==> config.mk <==
export PLATFORM = sky130hd
export DESIGN_NAME = qspi_rom_responder_flat
export DESIGN_NICKNAME = d
export VERILOG_FILES = /design/src/rtl/qspi_pkg.sv /design/src/rtl/qspi_rom_responder_if.sv /design/src/rtl/qspi_edge_detect.sv /design/src/rtl/qspi_rom_responder.sv /design/src/flat_wrapper.sv
export SDC_FILE = /design/constraint.sdc
export NUM_CORES = 1
export LEC_CHECK = 0
export BUFFER_PORTS_ARGS = -buffer_cell sky130_fd_sc_hd__buf_4
export CAP_MARGIN = 20
export CORE_MARGIN = 1
export CORE_UTILIZATION = 50
export CTS_CLUSTER_SIZE = 12
export DETAILED_ROUTE_END_ITERATION = 10
export GPL_TIMING_DRIVEN = 0
export MAX_ROUTING_LAYER = met4
export PLACE_DENSITY = 0.7
export SLEW_MARGIN = 10
export SYNTH_ARGS = -nofsm -noshare
export SYNTH_HDL_FRONTEND = slang
export SYNTH_SLANG_ARGS = --single-unit
==> constraint.sdc <==
create_clock -name clk -period 2.2 [get_ports clk]
set_input_delay 0.44 -clock clk [delete_from_list [all_inputs] [get_ports clk]]
set_output_delay 0.44 -clock clk [all_outputs]
set_load 0.005 [all_outputs]
==> src/rtl/qspi_pkg.sv <==
// Protocol constants and FSM states shared by both ends of the QSPI quad-read link.
package qspi_pkg;
  typedef enum logic [2:0] {
    ST_IDLE, ST_CMD, ST_ADDR, ST_MODE, ST_DUMMY, ST_DATA, ST_IGNORE
  } qspi_state_e;

  localparam logic [7:0] QSPI_CMD_QUAD_READ = 8'hEB;
  localparam int         QSPI_ADDR_BITS     = 24;
  localparam int         QSPI_MODE_CYCLES   = 2;
  localparam int         QSPI_DUMMY_CYCLES  = 4;
endpackage

==> src/rtl/qspi_rom_responder_if.sv <==
// QSPI pin bundle between flash controller (master) and ROM responder (slave).
interface qspi_rom_responder_if;
  logic       spi_select;
  logic       spi_clk;
  logic [3:0] spi_data_in;
  logic [3:0] spi_data_out;
  logic [3:0] spi_data_oe;

  modport master (output spi_select, spi_clk, spi_data_in,
                  input  spi_data_out, spi_data_oe);
  modport slave  (input  spi_select, spi_clk, spi_data_in,
                  output spi_data_out, spi_data_oe);
endinterface

==> src/rtl/qspi_edge_detect.sv <==
// Registers SCK and emits one-clk rise/fall strobes; strobes are registered so
// responder outputs land 2 clk after the SCK edge.
module qspi_edge_detect (
  input  logic clk,
  input  logic rst_n,
  input  logic sck,
  output logic rise,
  output logic fall
);
  logic sck_q;

  always_ff @(posedge clk) begin
    if (!rst_n) begin
      sck_q <= 1'b0;
      rise  <= 1'b0;
      fall  <= 1'b0;
    end else begin
      sck_q <= sck;
      rise  <= sck & ~sck_q;
      fall  <= ~sck & sck_q;
    end
  end
endmodule

==> src/rtl/qspi_rom_responder.sv <==
// QSPI flash responder: serves 0xEB quad-I/O fast reads from an external
// byte-wide memory port with 1-clk read latency.
module qspi_rom_responder
  import qspi_pkg::*;
#(
  parameter int         ADDR_BITS    = QSPI_ADDR_BITS,
  parameter logic [7:0] CMD_BYTE     = QSPI_CMD_QUAD_READ,
  parameter int         MODE_CYCLES  = QSPI_MODE_CYCLES,
  parameter int         DUMMY_CYCLES = QSPI_DUMMY_CYCLES
) (
  input  logic                 clk,
  input  logic                 rst_n,
  qspi_rom_responder_if.slave  spi,
  output logic [ADDR_BITS-1:0] mem_addr,
  output logic                 mem_rd,
  input  logic [7:0]           mem_data,
  output logic                 busy
);
  localparam logic [7:0] CMD_LAST   = 8'd7;
  localparam logic [7:0] ADDR_LAST  = 8'(ADDR_BITS/4 - 1);
  localparam logic [7:0] MODE_LAST  = 8'(MODE_CYCLES - 1);
  localparam logic [7:0] DUMMY_LAST = 8'(DUMMY_CYCLES - 1);

  qspi_state_e          state, state_nxt;
  logic                 rise, fall, sel, armed, rd_pend, nib_lo;
  logic [7:0]           cnt, byte_buf;
  logic [6:0]           cmd_sr;
  logic [3:0]           lo_nib, sd;
  logic [ADDR_BITS-1:0] addr;

  assign sel  = spi.spi_select;
  assign sd   = spi.spi_data_in;
  assign busy = ~sel & (state != ST_IDLE);

  qspi_edge_detect u_edge (
    .clk  (clk),
    .rst_n(rst_n),
    .sck  (spi.spi_clk),
    .rise (rise),
    .fall (fall)
  );

  always_ff @(posedge clk) begin
    if (!rst_n) state <= ST_IDLE;
    else        state <= state_nxt;
  end

  always_comb begin
    state_nxt = state;
    case (state)
      ST_IDLE:  if (armed) state_nxt = ST_CMD;
      ST_CMD:   if (rise && cnt == CMD_LAST)
                  state_nxt = ({cmd_sr, sd[0]} == CMD_BYTE) ? ST_ADDR : ST_IGNORE;
      ST_ADDR:  if (rise && cnt == ADDR_LAST)  state_nxt = ST_MODE;
      ST_MODE:  if (rise && cnt == MODE_LAST)  state_nxt = ST_DUMMY;
      ST_DUMMY: if (rise && cnt == DUMMY_LAST) state_nxt = ST_DATA;
      default:  ;
    endcase
    // deselect overrides any same-cycle SCK sample
    if (sel) state_nxt = ST_IDLE;
  end

  always_ff @(posedge clk) begin
    if (!rst_n) begin
      spi.spi_data_out <= '0;
      spi.spi_data_oe  <= '0;
      mem_addr <= '0;
      mem_rd   <= 1'b0;
      armed    <= 1'b0;
      rd_pend  <= 1'b0;
      nib_lo   <= 1'b0;
      cnt      <= '0;
      cmd_sr   <= '0;
      addr     <= '0;
      byte_buf <= '0;
      lo_nib   <= '0;
    end else begin
      mem_rd  <= 1'b0;
      rd_pend <= mem_rd & ~sel;
      if (rd_pend && !sel) byte_buf <= mem_data;
      if (sel) begin
        // a new transaction only starts after a high->low select after reset
        armed           <= 1'b1;
        spi.spi_data_oe <= '0;
        rd_pend         <= 1'b0;
        nib_lo          <= 1'b0;
        cnt             <= '0;
        addr            <= '0;
      end else begin
        if (state_nxt != state) cnt <= '0;
        else if (rise)          cnt <= cnt + 8'd1;
        case (state)
          ST_CMD:  if (rise) cmd_sr <= {cmd_sr[5:0], sd[0]};
          ST_ADDR: if (rise) addr <= {addr[ADDR_BITS-5:0], sd};
          ST_MODE: if (rise && cnt == MODE_LAST) begin
            mem_rd   <= 1'b1;
            mem_addr <= addr;
          end
          ST_DATA: if (fall) begin
            spi.spi_data_oe <= 4'hF;
            nib_lo          <= ~nib_lo;
            if (!nib_lo) begin
              // keep the low nibble; byte_buf is refilled by the next prefetch
              spi.spi_data_out <= byte_buf[7:4];
              lo_nib           <= byte_buf[3:0];
              addr             <= addr + ADDR_BITS'(1);
              mem_addr         <= addr + ADDR_BITS'(1);
              mem_rd           <= 1'b1;
            end else begin
              spi.spi_data_out <= lo_nib;
            end
          end
          default: ;
        endcase
      end
    end
  end
endmodule

==> src/flat_wrapper.sv <==
// flat-port wrapper written by rule: the top's interface ports become plain ports
module qspi_rom_responder_flat import qspi_pkg::*;
#(
  parameter int         ADDR_BITS    = QSPI_ADDR_BITS,
  parameter logic [7:0] CMD_BYTE     = QSPI_CMD_QUAD_READ,
  parameter int         MODE_CYCLES  = QSPI_MODE_CYCLES,
  parameter int         DUMMY_CYCLES = QSPI_DUMMY_CYCLES
)
  (clk, rst_n, mem_addr, mem_rd, mem_data, busy, spi_spi_select, spi_spi_clk, spi_spi_data_in, spi_spi_data_out, spi_spi_data_oe);
  qspi_rom_responder_if spi_i ();
  input  logic clk;
  input  logic rst_n;
  output logic [ADDR_BITS-1:0] mem_addr;
  output logic mem_rd;
  input  logic [7:0] mem_data;
  output logic busy;
  input wire logic [$bits(spi_i.spi_select)-1:0] spi_spi_select;
  input wire logic [$bits(spi_i.spi_clk)-1:0] spi_spi_clk;
  input wire logic [$bits(spi_i.spi_data_in)-1:0] spi_spi_data_in;
  output wire logic [$bits(spi_i.spi_data_out)-1:0] spi_spi_data_out;
  output wire logic [$bits(spi_i.spi_data_oe)-1:0] spi_spi_data_oe;
  assign spi_i.spi_select = spi_spi_select;
  assign spi_i.spi_clk = spi_spi_clk;
  assign spi_i.spi_data_in = spi_spi_data_in;
  assign spi_spi_data_out = spi_i.spi_data_out;
  assign spi_spi_data_oe = spi_i.spi_data_oe;
  qspi_rom_responder #(.ADDR_BITS(ADDR_BITS), .CMD_BYTE(CMD_BYTE), .MODE_CYCLES(MODE_CYCLES), .DUMMY_CYCLES(DUMMY_CYCLES)) u_core (.clk(clk), .rst_n(rst_n), .spi(spi_i), .mem_addr(mem_addr), .mem_rd(mem_rd), .mem_data(mem_data), .busy(busy));
endmodule
[Yosys cells after proc, flatten, opt, wreduce, memory -nomap -nowiden]
Cells that the tools add are included.
Storage, ports and cells
  flip-flop bits (word level): 90
Cells by class
  add/subtract/negate cells: 2
  equality and inequality tests: 15
  multiplexer cells: 19
  bitwise operators: 9
  reductions and logical operators: 18
Operators by type and width (count)
  $mux W24: 4
  $pmux W24 S2: 2
  $add A24 B1 Y24 const B: 1
  $mux W3: 7
  $eq A8 B3 Y1 const B: 2
  $pmux W3 S5: 1
  $add A8 B1 Y8 const B: 1
  $eq A8 B1 Y1 const B: 1
  $eq A8 B2 Y1 const B: 1
  $eq A8 B8 Y1 const B: 1
  $reduce_and A4 Y1: 2
  $eq A3 B2 Y1 const B: 2
  $eq A3 B3 Y1 const B: 2
  $ne A2 B2 Y1 const B: 3
  $reduce_and A3 Y1: 2
  $logic_and A1 B1 Y1: 5
  $not A1 Y1: 5
  $reduce_and A5 Y1: 1
  $and A1 B1 Y1: 4
  $mux W4: 1
  $reduce_bool A2 Y1: 2
  $eq A3 B1 Y1 const B: 1
  $logic_not A3 Y1: 1
  $mux W1: 3
  8 further kinds: 8

[Logic depth before layout (Yosys ltp)]
Gate-level depths: netlist of run 1.
  word-level depth: 7
  gate-level depth with buffers: 8

[Hierarchy]
A second synthesis of run 1 with hierarchy kept.
Second synthesis, totals
  cell total of the unflattened synthesis: 533
  area, all modules: 4643.2 um^2
Modules (own cells, without submodules)
  qspi_rom_responder: instances 1, cells each 527, area each 4558.1 um^2
  qspi_edge_detect: instances 1, cells each 6, area each 85.1 um^2

[Worst setup path after synthesis of run 1]
No wires, ideal clock.
  kind: register -> register
  from: register u_core.state[2]
  to: register u_core.addr[17]
  library setup time: 74 ps
  arrival: 1961 ps
  setup slack: 164 ps
  cell stages (with the launch flop): 7
  buffers on the path: 1
  clock period less this slack: 2036 ps
  cells stage by stage: dfxtp_1 -> clkbuf_2 -> nand3b_4 -> or3_4 -> or4_4 -> or3_1 -> a31oi_1
Between the ends
  cells in the longest elaborated chain, start to end: 3
RTL lines
  start: declaration: line qspi_rom_responder.sv:24  | qspi_state_e state, state_nxt;
  start signal: assignment: line qspi_rom_responder.sv:45  | else state <= state_nxt;
  $eq A3 B2 Y1 or $eq A3 B3 Y1 (tied branches): line qspi_rom_responder.sv:92  | case (state)
  $ne A2 B2 Y1 (no line) or $reduce_bool A2 Y1 (tied branches)
  $reduce_and A4 Y1 (no line)
  end signal: assignment: line qspi_rom_responder.sv:94  | ST_ADDR: if (rise) addr <= {addr[ADDR_BITS-5:0], sd};
  end signal: assignment: line qspi_rom_responder.sv:106  | addr <= addr + ADDR_BITS'(1);
  end: declaration: line qspi_rom_responder.sv:29  | logic [ADDR_BITS-1:0] addr;
Parallel ways exist; a longest one is shown, timed or not.
A chain may end at the register's enable or synchronous reset.

[Worst setup path in the final report of run 1]
  from: register u_core.state[2]
  to: register u_core.addr[16]
The elaborated chain is that of the path after synthesis.

==> metrics.cfg, run 1 <==
[status]
status = complete, but fails checks
violations = DRC

[synthesis]
synth.distinct_cells = 61
netlist_instances = 540
synth_edf_count = 0
synth_area_um2 = 4460
synth_flop_cell = dfxtp_1
async_flop_share_pct = 0
yosysWarnings = 0
synth-seq-area-share_pct = 40.4
avgSynthCellArea_um2 = 8.25
ys_ff_latch = 90
syn-num-nets = 559

[flow_run]
maxCapViolCount = 0

[sta]
finalClockSkew_ps = 14.3
min_period_ps = 2170
slew_violations = 0
slew_headroom_pct = 52.0
hold_viol = 0
fin_crit_sh_pct = 98.8
setup_viol = 0
whs_ps = 213
max_freq_mhz = 460
worst_slew_pin_slew_ps = 720

[worst_setup_path]
r2r_slack_ps = 30
crit_path_end = u_core.addr[16]
r2r_cells = 7
required_ps = 2500
endpoint_kind = register
worstSetupPathType = reg2reg
r2r_end = u_core.addr[16]
worst_setup_path_start_kind = register
crit_arrival_ps = 2470
crit_fanout = 10
crit_start = u_core.state[2]
reg2reg_from = u_core.state[2]

[place]
place_congestion = 0.962
placed_cells = 696
place_hpwl_mm = 8.47
io_buffers = 48
dpl-instance-area_um2 = 4950

[global_routing]
grt_antenna_before_repair = 0
grt_pass1_vias = 3752
grt_usage_pct = 27.6
grt_max_degree = 20
grt_pass1_wl_mm = 19.0
grt_remaining_overflow = 0

[floorplan]
die_area_um2 = 9290
core.rowCount = 34
die_x_um = 96.4
start_util_pct = 51.4
top_level_ports = 50
die_h_um = 96.4
coreArea_um2 = 8680

[cts]
numClockSinks = 90
cts_buffers = 9
tritoncts = yes
htreeDepth = 3
cts.path.max_buffers = 2
clk-insertion-delay-late_ps = 380
cts.clk_slew.worst_paths_ps = 110
root_buffer = clkbuf_8

[layout]
drive_gt1_share_pct = 18.7
antenna_cells = 0
area_growth_pct = 19.1
layoutNonFillerInstCount = 711
fin_area_um2 = 5310
final_nets = 617
post-route-util_pct = 61.1

[hold_path]
hold_path.class = in2reg

[drt]
num_vias = 4316
wl_mm = 12.2
antenna_left = 0
via_per_inst = 6.07
wl_per_cell_um = 17.1
firstDrtPassIters = 8
drt_iter0_markers = 296
drcViolationCount = 1

[power]
p_leak_uw = 0.00182
powerDensity_nw_per_um2 = 545
power_uw = 2890
ir_drop_mv = 0.427

-- synthesized netlist by cell type (all sizes together) (2+ instances only) --
cell	instances	share of area (%)
dfxtp	90	40
nor2	73	6.1
a21oi	39	4.4
clkbuf	38	3.3
o21ai	38	4.3
nand2	29	2.4
mux2i	23	5.2
a211oi	21	3.5
xnor2	19	3.7
nand3	18	2.0
nor3	17	1.9
buf	12	1.4
nand4	12	1.7
or3	8	1.2
xor2	8	1.6
nor4	7	1.1
a31oi	5	0.70
and2	5	0.70
and3	5	0.70
and4	4	0.79
and4b	4	0.90
inv	4	0.34
nand4b	4	0.79
o2111ai	4	0.79
o211ai	4	0.67
a22oi	3	0.51
and3b	3	0.59
ha	3	0.84
nand2b	3	0.42
nor2b	3	0.42
nor3b	3	0.51
o21a	3	0.51
o22ai	3	0.42
o31ai	3	0.51
nor4bb	2	0.45
or4	2	0.42
-- power breakdown --
part           leakage [uW]  switching, uW  internal [uW]
Sequential         0.000729           5.69           1630
Clock              0.000101            706            451
Combinational      0.000989           59.6           36.8
-- per-stage QoR --
| stage | worst slack (ps) | TNS [ps] |
|---|---|---|
| floorplan | 164 | 0 |
| global route | -43.4 | -78.0 |
| global placement | -768 | -22490 |
| detailed placement | -811 | -22970 |
| CTS | 1.05 | 0 |
| finish | 27.5 | 0 |
-- critical path: stages (launching register included) --
cell,delay (ps)
dfxtp_1,320
clkbuf_4,180
buf_2,240
nand4b_1,220
o21ai_2,430
buf_2,370
a21oi_1,110
a211oi_1,230
-- cell type report --
| type | instances | area, um^2 |
|---|---|---|
| Fill cell | 788 | 3370 |
| Sequential cell | 90 | 1810 |
| Timing Repair Buffer | 53 | 398 |
| Buffer | 44 | 206 |
| Multi-Input combinational cell | 395 | 2540 |
| Clock inverter | 7 | 73.8 |
| Tap cell | 108 | 135 |
| Inverter | 5 | 20.0 |
| Clock buffer | 9 | 124 |
-- timing repair --
action                                  in CTS  in global routing
setup buffers                                4                  1
gates cloned                                 0                  0
hold buffers                                 0                  0
endpoints found under the setup margin      59                 51
gates resized for setup                     19                 30
pin swaps                                    2                  4
-- logic make-up after synthesis --
| kind of cell | Yosys count | share of synthesized area, % |
|---|---|---|
| AOI/OAI and AO/OA | 138 | 19.2 |
| xor gates and xnor gates | 27 | 5.31 |
| adders and majority gates | 3 | 0.842 |
| buffers and inverters | 55 | 5.08 |
| DFF | 90 | 40.4 |
| muxes | 23 | 5.17 |
| and+or+nand+nor | 204 | 23.9 |
-- layout by cell type, fill, tap and decap left out, types with 4 or more instances in the layout --
| cell type | n |
|---|---|
| dfxtp_1 | 84 |
| nor2_1 | 72 |
| buf_4 | 58 |
| a21oi_1 | 38 |
| o21ai_0 | 37 |
| nand2_1 | 28 |
| clkbuf_1 | 25 |
| mux2i_1 | 23 |
| a211oi_1 | 21 |
| xnor2_1 | 19 |
| nand3_1 | 17 |
| nor3_1 | 14 |
| nand4_1 | 12 |
| clkbuf_8 | 9 |
| xor2_1 | 8 |
| buf_2 | 7 |
| or3_1 | 7 |
| and3_1 | 5 |
| and2_1 | 5 |
| dfxtp_2 | 5 |
| inv_1 | 4 |
| nand4b_1 | 4 |
| and4b_1 | 4 |
| o2111ai_1 | 4 |
| o211ai_1 | 4 |
| a31oi_1 | 4 |
| nor4_1 | 4 |
-- flip-flops by register name, indices dropped and copies added, names as in the netlist, 3 cells and up --
name and count:
u_core.addr 24, u_core.mem_addr 24, u_core.byte_buf 8, u_core.cnt 8, u_core.cmd_sr 7, u_core.lo_nib 4
u_core.spi.spi_data_out 4, u_core.state 3
-- worst min path at each step --
stage,endpoint,slack [ps],start,cells after the start
after floorplan,u_core.u_edge.rise,380,u_core.u_edge.sck_q,1
after global placement,u_core.u_edge.rise,390,u_core.u_edge.sck_q,1
after detailed placement,u_core.u_edge.rise,410,u_core.u_edge.sck_q,1
after CTS,u_core.u_edge.fall,220,spi_spi_clk,2
after global routing,u_core.u_edge.fall,230,spi_spi_clk,2
final,u_core.u_edge.fall,210,spi_spi_clk,2
-- per-layer routing --
metal / wire (um) / up-vias / global-route usage (%) / share of wire, %
met5: 0 / - / - / 0
met4: 255 / 0 / 10.2 / 2.1
met3: 767 / 30 / 4.46 / 6.3
met2: 5780 / 179 / 43.8 / 47
met1: 5390 / 2037 / 35.5 / 44
li1: - / 2070 / - / -
Power figures use the tool's default switching activity.
==> run 2: changes to the inputs <==
--- a/config.mk
+++ b/config.mk
@@ -5,15 +5,14 @@
 export SDC_FILE = /design/constraint.sdc
 export NUM_CORES = 1
 export LEC_CHECK = 0
-export BUFFER_PORTS_ARGS = -buffer_cell sky130_fd_sc_hd__buf_4
 export CAP_MARGIN = 20
 export CORE_MARGIN = 1
 export CORE_UTILIZATION = 50
 export CTS_CLUSTER_SIZE = 12
 export DETAILED_ROUTE_END_ITERATION = 10
+export DONT_BUFFER_PORTS = 1
 export GPL_TIMING_DRIVEN = 0
 export MAX_ROUTING_LAYER = met4
-export PLACE_DENSITY = 0.7
 export SLEW_MARGIN = 10
 export SYNTH_ARGS = -nofsm -noshare
 export SYNTH_HDL_FRONTEND = slang
==> metrics.cfg, run 2 (synthesis results as in run 1) <==
[status]
status = complete, no violations

[drt]
wl_mm = 12.0  ; -1.5%
via_per_inst = 6.06  ; -0.20%
antenna_left = 0  ; unchanged
route.met2.wl_mm = 5.56  ; -3.9%
wl_per_cell_um = 18.0  ; +5.0%
drt_iter0_markers = 199  ; -33%
wl_met3_um = 765  ; -0.26%
drcViolationCount = 0  ; -1
firstDrtPassIters = 8  ; unchanged
drt-met1-wl_mm = 5.51  ; +2.4%
num_vias = 4041  ; -6.4%
routed.top_layer = met4

[cts]
cts.clk_slew.worst_paths_ps = 100  ; about the same
clk-insertion-delay-late_ps = 370  ; about the same
cts_hold_buf = 0  ; unchanged
numClockSinks = 90  ; unchanged
root_buffer = clkbuf_8
tritoncts = yes
htreeDepth = 3  ; unchanged
cts.path.max_buffers = 2  ; unchanged
cts_buffers = 9  ; unchanged

[floorplan]
die_h_um = 96.4  ; unchanged
core.rowCount = 34  ; unchanged
top_level_ports = 50  ; unchanged
die_area_um2 = 9290  ; unchanged
die_x_um = 96.4  ; unchanged
start_util_pct = 51.4  ; unchanged
coreArea_um2 = 8680  ; unchanged

[global_routing]
grt_remaining_overflow = 0  ; unchanged
grt_max_degree = 19  ; -5.0%
grt_pass1_wl_mm = 18.6  ; -2.1%
grt_pass1_vias = 3538  ; -5.7%
grt_antenna_before_repair = 0  ; unchanged
grt_usage_pct = 27.3  ; -0.31 points

[sta]
grt_setup_unrepaired = yes
fin_setup_tns_ps = 0  ; unchanged
setup_slack_ps = 84.2  ; +56.8 ps
worst_slew_pin_slew_ps = 646  ; -74.0 ps
fin_crit_sh_pct = 96.2  ; -2.6 points
slew_violations = 0  ; unchanged
setup_viol = 0  ; unchanged
max_freq_mhz = 473  ; +2.7%
slew_headroom_pct = 57.0  ; +4.9 points
min_period_ps = 2120  ; -56.8 ps
hold_viol = 0  ; unchanged
finalClockSkew_ps = 12.0  ; -2.32 ps

[place]
io_buffers = 0  ; -100%
dpl-instance-area_um2 = 4590  ; -7.3%
placed_cells = 648  ; -6.9%
place_hpwl_mm = 8.48  ; +0.12%
place_ws_ps = -797  ; +14.0 ps
place_congestion = 0.916  ; -4.7%

[power]
p_leak_uw = 0.00156  ; -14%
internal_power_uw = 2090  ; -1.2%
clkPwrFrac_pct = 39.4  ; -0.6 points
switching_share_pct = 26.0  ; -0.70 points
powerDensity_nw_per_um2 = 570  ; +4.6%
seq_power_share_pct = 58.0  ; +1.3 points
p_sw_uw = 734  ; -4.8%
pwr-share-comb_pct = 2.7  ; -0.6 points
ir_drop_mv = 0.356  ; -17%

[worst_setup_path]
worstPathCellList = buf_4 -> nand3b_4 -> or3_4 -> or4_4 -> or3_1 -> a31oi_1
crit_fanout = 8  ; -2
critPathMaxStageDelay_ps = 570  ; +140 ps
crit_arrival_ps = 2410  ; -60 ps
worst_setup_path_start_kind = register
critical_path.top_delay_family = simple AND/OR/NAND/NOR gates
cp_num_buf_inv = 1  ; -2
r2r_slack_ps = 80  ; +60 ps
endpoint_kind = register
required_ps = 2500  ; about the same
worstSetupPathType = reg2reg
crit_path_top_delay_cell = or4_4

[layout]
drive_gt1_share_pct = 12.2  ; -6.6 points
reg_top3 = u_core.addr: 24 flops, u_core.mem_addr: 24 flops
post-route-util_pct = 57.2  ; -4.0 points
area_growth_pct = 11.3
fin_area_um2 = 4960  ; -6.5%
final_common_cell = dfxtp_1
layout_common_cells = dfxtp_1, nor2_1, a21oi_1
layoutNonFillerInstCount = 667  ; -6.2%
antenna_cells = 0  ; unchanged
final_nets = 573  ; -7.1%

[hold_path]
hold_path.class = in2reg

[flow_run]
maxCapViolCount = 0  ; unchanged

==> run 2: power groups by stage <==
| stage | sequential [uW] | combinational, uW | clock, uW |
|---|---|---|---|
| 6_report | 1640 | 75.6 | 1110 |
| 5_1_grt | 1640 | 83.8 | 1190 |
| 4_1_cts | 1640 | 72.7 | 1130 |
| 3_5_place_dp | 1680 | 69.4 | 0 |
| 3_3_place_gp | 1680 | 68.3 | 0 |
| 2_1_floorplan | 1670 | 48.7 | 0 |
==> run 2: final timing paths <==
kind,cells after the start,from,end
hold reg to reg,1,u_core.u_edge.sck_q,u_core.u_edge.rise
hold / removal,1,spi_spi_clk,u_core.u_edge.fall
setup / recovery,6,u_core.state[2],u_core.addr[17]
setup reg to reg,6,u_core.state[2],u_core.addr[17]
==> run 2: area by class of cell <==
| cell class | count | area, um^2 |
|---|---|---|
| Fill cell | 837 | 3720 |
| Multi-Input combinational cell | 395 | 2550 |
| Sequential cell | 90 | 1810 |
| Buffer | 47 | 220 |
| Tap cell | 108 | 135 |
| Clock buffer | 9 | 124 |
| Clock inverter | 7 | 63.8 |
| Timing Repair Buffer | 6 | 45.0 |
| Inverter | 5 | 20.0 |
==> run 2: metal layers <==
layer  global-route usage, %  vias up
li1                        -     1992
met4                    6.99        0
met2                    43.7      124
met1                    35.5     1913
met5                       -        -
met3                    5.24       12
==> run 2: stage by stage <==
step	power, uW	hold slack, ps
6_report	2830	140
5_1_grt	2920	130
3_5_place_dp	1750	398
3_3_place_gp	1740	389
2_1_floorplan	1720	383
4_1_cts	2840	136
==> run 2: repair_timing <==
action,CTS,global route
setup endpoints to repair,59,47
resized for setup,26,19
cloned,0,0
setup buffers,4,2
pin swaps,3,6
==> run 3: changes to the inputs <==
--- a/config.mk
+++ b/config.mk
@@ -7,11 +7,11 @@
 export LEC_CHECK = 0
 export CAP_MARGIN = 20
 export CORE_MARGIN = 1
-export CORE_UTILIZATION = 50
+export CORE_UTILIZATION = 28
 export CTS_CLUSTER_SIZE = 12
 export DETAILED_ROUTE_END_ITERATION = 10
 export DONT_BUFFER_PORTS = 1
-export GPL_TIMING_DRIVEN = 0
+export GPL_TIMING_DRIVEN = 1
 export MAX_ROUTING_LAYER = met4
 export SLEW_MARGIN = 10
 export SYNTH_ARGS = -nofsm -noshare
==> metrics.cfg, run 3 (synthesis results as in run 1) <==
[sta]
slew_violations = 0  ; unchanged
finalClockSkew_ps = 7.50  ; -4.45 ps
slew_headroom_pct = 42.3  ; -15 points
min_period_ps = 2040  ; -73.1 ps
grt_setup_unrepaired = no
setup_viol = 0  ; unchanged
max_freq_mhz = 490  ; +3.6%
fin_crit_sh_pct = 92.8  ; -3.3 points
fin_setup_tns_ps = 0  ; unchanged
hold_viol = 0  ; unchanged
worst_slew_pin_slew_ps = 865  ; +219 ps

[drt]
via_per_inst = 5.23  ; -14%
drcViolationCount = 0  ; unchanged
firstDrtPassIters = 7  ; -1
wl_per_cell_um = 15.8  ; -12%
antenna_left = 0  ; unchanged
wl_mm = 11.9  ; -0.62%
num_vias = 3957  ; -2.1%
drt_iter0_markers = 351  ; +76%

[floorplan]
die_x_um = 128  ; +33%
die_area_um2 = 16400  ; +77%
coreArea_um2 = 15400  ; +77%
die_h_um = 128  ; +33%
core.rowCount = 45  ; +32%
top_level_ports = 50  ; unchanged
start_util_pct = 29.0  ; -22 points

[hold_path]
hold_path.class = in2reg

[worst_setup_path]
reg2reg_from = u_core.addr[2]
r2r_slack_ps = 160  ; +70 ps
r2r_end = u_core.addr[17]
crit_path_end = u_core.addr[17]
crit_fanout = 8  ; unchanged
crit_arrival_ps = 2320  ; -90 ps
worst_setup_path_start_kind = register
endpoint_kind = register
worstSetupPathType = reg2reg
crit_start = u_core.addr[2]
r2r_cells = 5  ; -1
required_ps = 2480  ; -20 ps

[global_routing]
grt_pass1_vias = 3796  ; +7.3%
grt_antenna_before_repair = 0  ; unchanged
grt_max_degree = 49  ; +30
grt_usage_pct = 15.3  ; -12 points
grt_remaining_overflow = 0  ; unchanged
grt_pass1_wl_mm = 19.2  ; +3.6%

[cts]
root_buffer = clkbuf_16
numClockSinks = 90  ; unchanged
cts.path.max_buffers = 2  ; unchanged
tritoncts = yes
clk-insertion-delay-late_ps = 350  ; -20 ps
htreeDepth = 3  ; unchanged
cts_buffers = 9  ; unchanged
cts.clk_slew.worst_paths_ps = 70  ; -30 ps

[power]
internal_power_uw = 2800  ; +34%
switching_share_pct = 20.3  ; -5.7 points
powerDensity_nw_per_um2 = 672  ; +18%
p_sw_uw = 712  ; -3.0%
power_uw = 3510  ; +24%
p_leak_uw = 0.00168  ; +7.4%
pwr-share-comb_pct = 1.8  ; -0.9 points
clkPwrFrac_pct = 51.5  ; +12 points
ir_drop_mv = 0.422  ; +19%
seq_power_share_pct = 46.7  ; -11 points

[layout]
final_nets = 560  ; -2.3%
antenna_cells = 0  ; unchanged
area_growth_pct = 17.2
layout_common_cells = dfxtp_1, nor2_1, a21oi_1
final_common_cell = dfxtp_1
reg_top3 = u_core.addr: 24 flops, u_core.mem_addr: 24 flops
drive_gt1_share_pct = 11.5  ; -0.63 points

[flow_run]
maxCapViolCount = 0  ; unchanged

[status]
status = complete, no violations

[place]
place_congestion = 0.913  ; -0.36%
io_buffers = 0  ; unchanged
place_hpwl_mm = 8.21  ; -3.2%

-- run 3: what timing repair did --
item,4_1_cts,5_1_grt
resized for setup,0,1
hold buffers,0,0
endpoints found under the setup margin,0,3
setup buffers,0,2
-- run 3: per-stage QoR --
stage	util, %	worst slack, ps	std cells	hold slack, ps	cell area [um^2]
after global placement	31.4	194	738	390	4830
final	34.0	157	757	168	5220
after floorplan	-	164	540	383	4460
after detailed placement	31.4	173	738	403	4830
after CTS	33.7	150	754	153	5180
after global routing	34.0	13.3	757	159	5220
-- run 3: worst min-delay path by stage --
stage | slack, ps | endpoint | from | cells past startpoint
after floorplan | 380 | u_core.u_edge.rise | u_core.u_edge.sck_q | 1
after global placement | 390 | u_core.u_edge.rise | u_core.u_edge.sck_q | 1
after detailed placement | 400 | u_core.u_edge.rise | u_core.u_edge.sck_q | 1
after CTS | 150 | u_core.u_edge.fall | spi_spi_clk | 1
after global routing | 160 | u_core.u_edge.fall | spi_spi_clk | 1
final | 170 | u_core.u_edge.fall | spi_spi_clk | 1
-- run 3: routing by layer --
layer	GRT usage, %	vias up	share of wire (%)	wire, um
met5	-	-	0	0
met4	6.23	0	1.9	223
met3	4.26	16	6.3	754
met2	23.7	110	46	5470
met1	18.6	1877	46	5490
li1	-	1954	-	-
-- run 3: area by class of cell --
cell class | instances | area (um^2)
Tap cell | 211 | 264
Clock buffer | 10 | 239
Multi-Input combinational cell | 395 | 2450
Inverter | 5 | 18.8
Timing Repair Buffer | 40 | 343
Clock inverter | 6 | 111
Fill cell | 1564 | 10100
Sequential cell | 90 | 1800
-- run 3: worst max-delay path, cell delays in order, from the launching register on --
cell and delay, ps:
dfxtp_1 460, nand3_1 140, or3_4 340, or4_4 550
or3_1 320, a31oi_1 150
-- run 3: power groups by stage --
stage | Combinational (uW) | Clock, uW | Sequential, uW
finish | 63.5 | 1810 | 1640
global route | 70.3 | 1930 | 1640
CTS | 63.8 | 1850 | 1640
detailed placement | 63.5 | 0 | 1680
global placement | 61.8 | 0 | 1680
floorplan | 48.7 | 0 | 1670
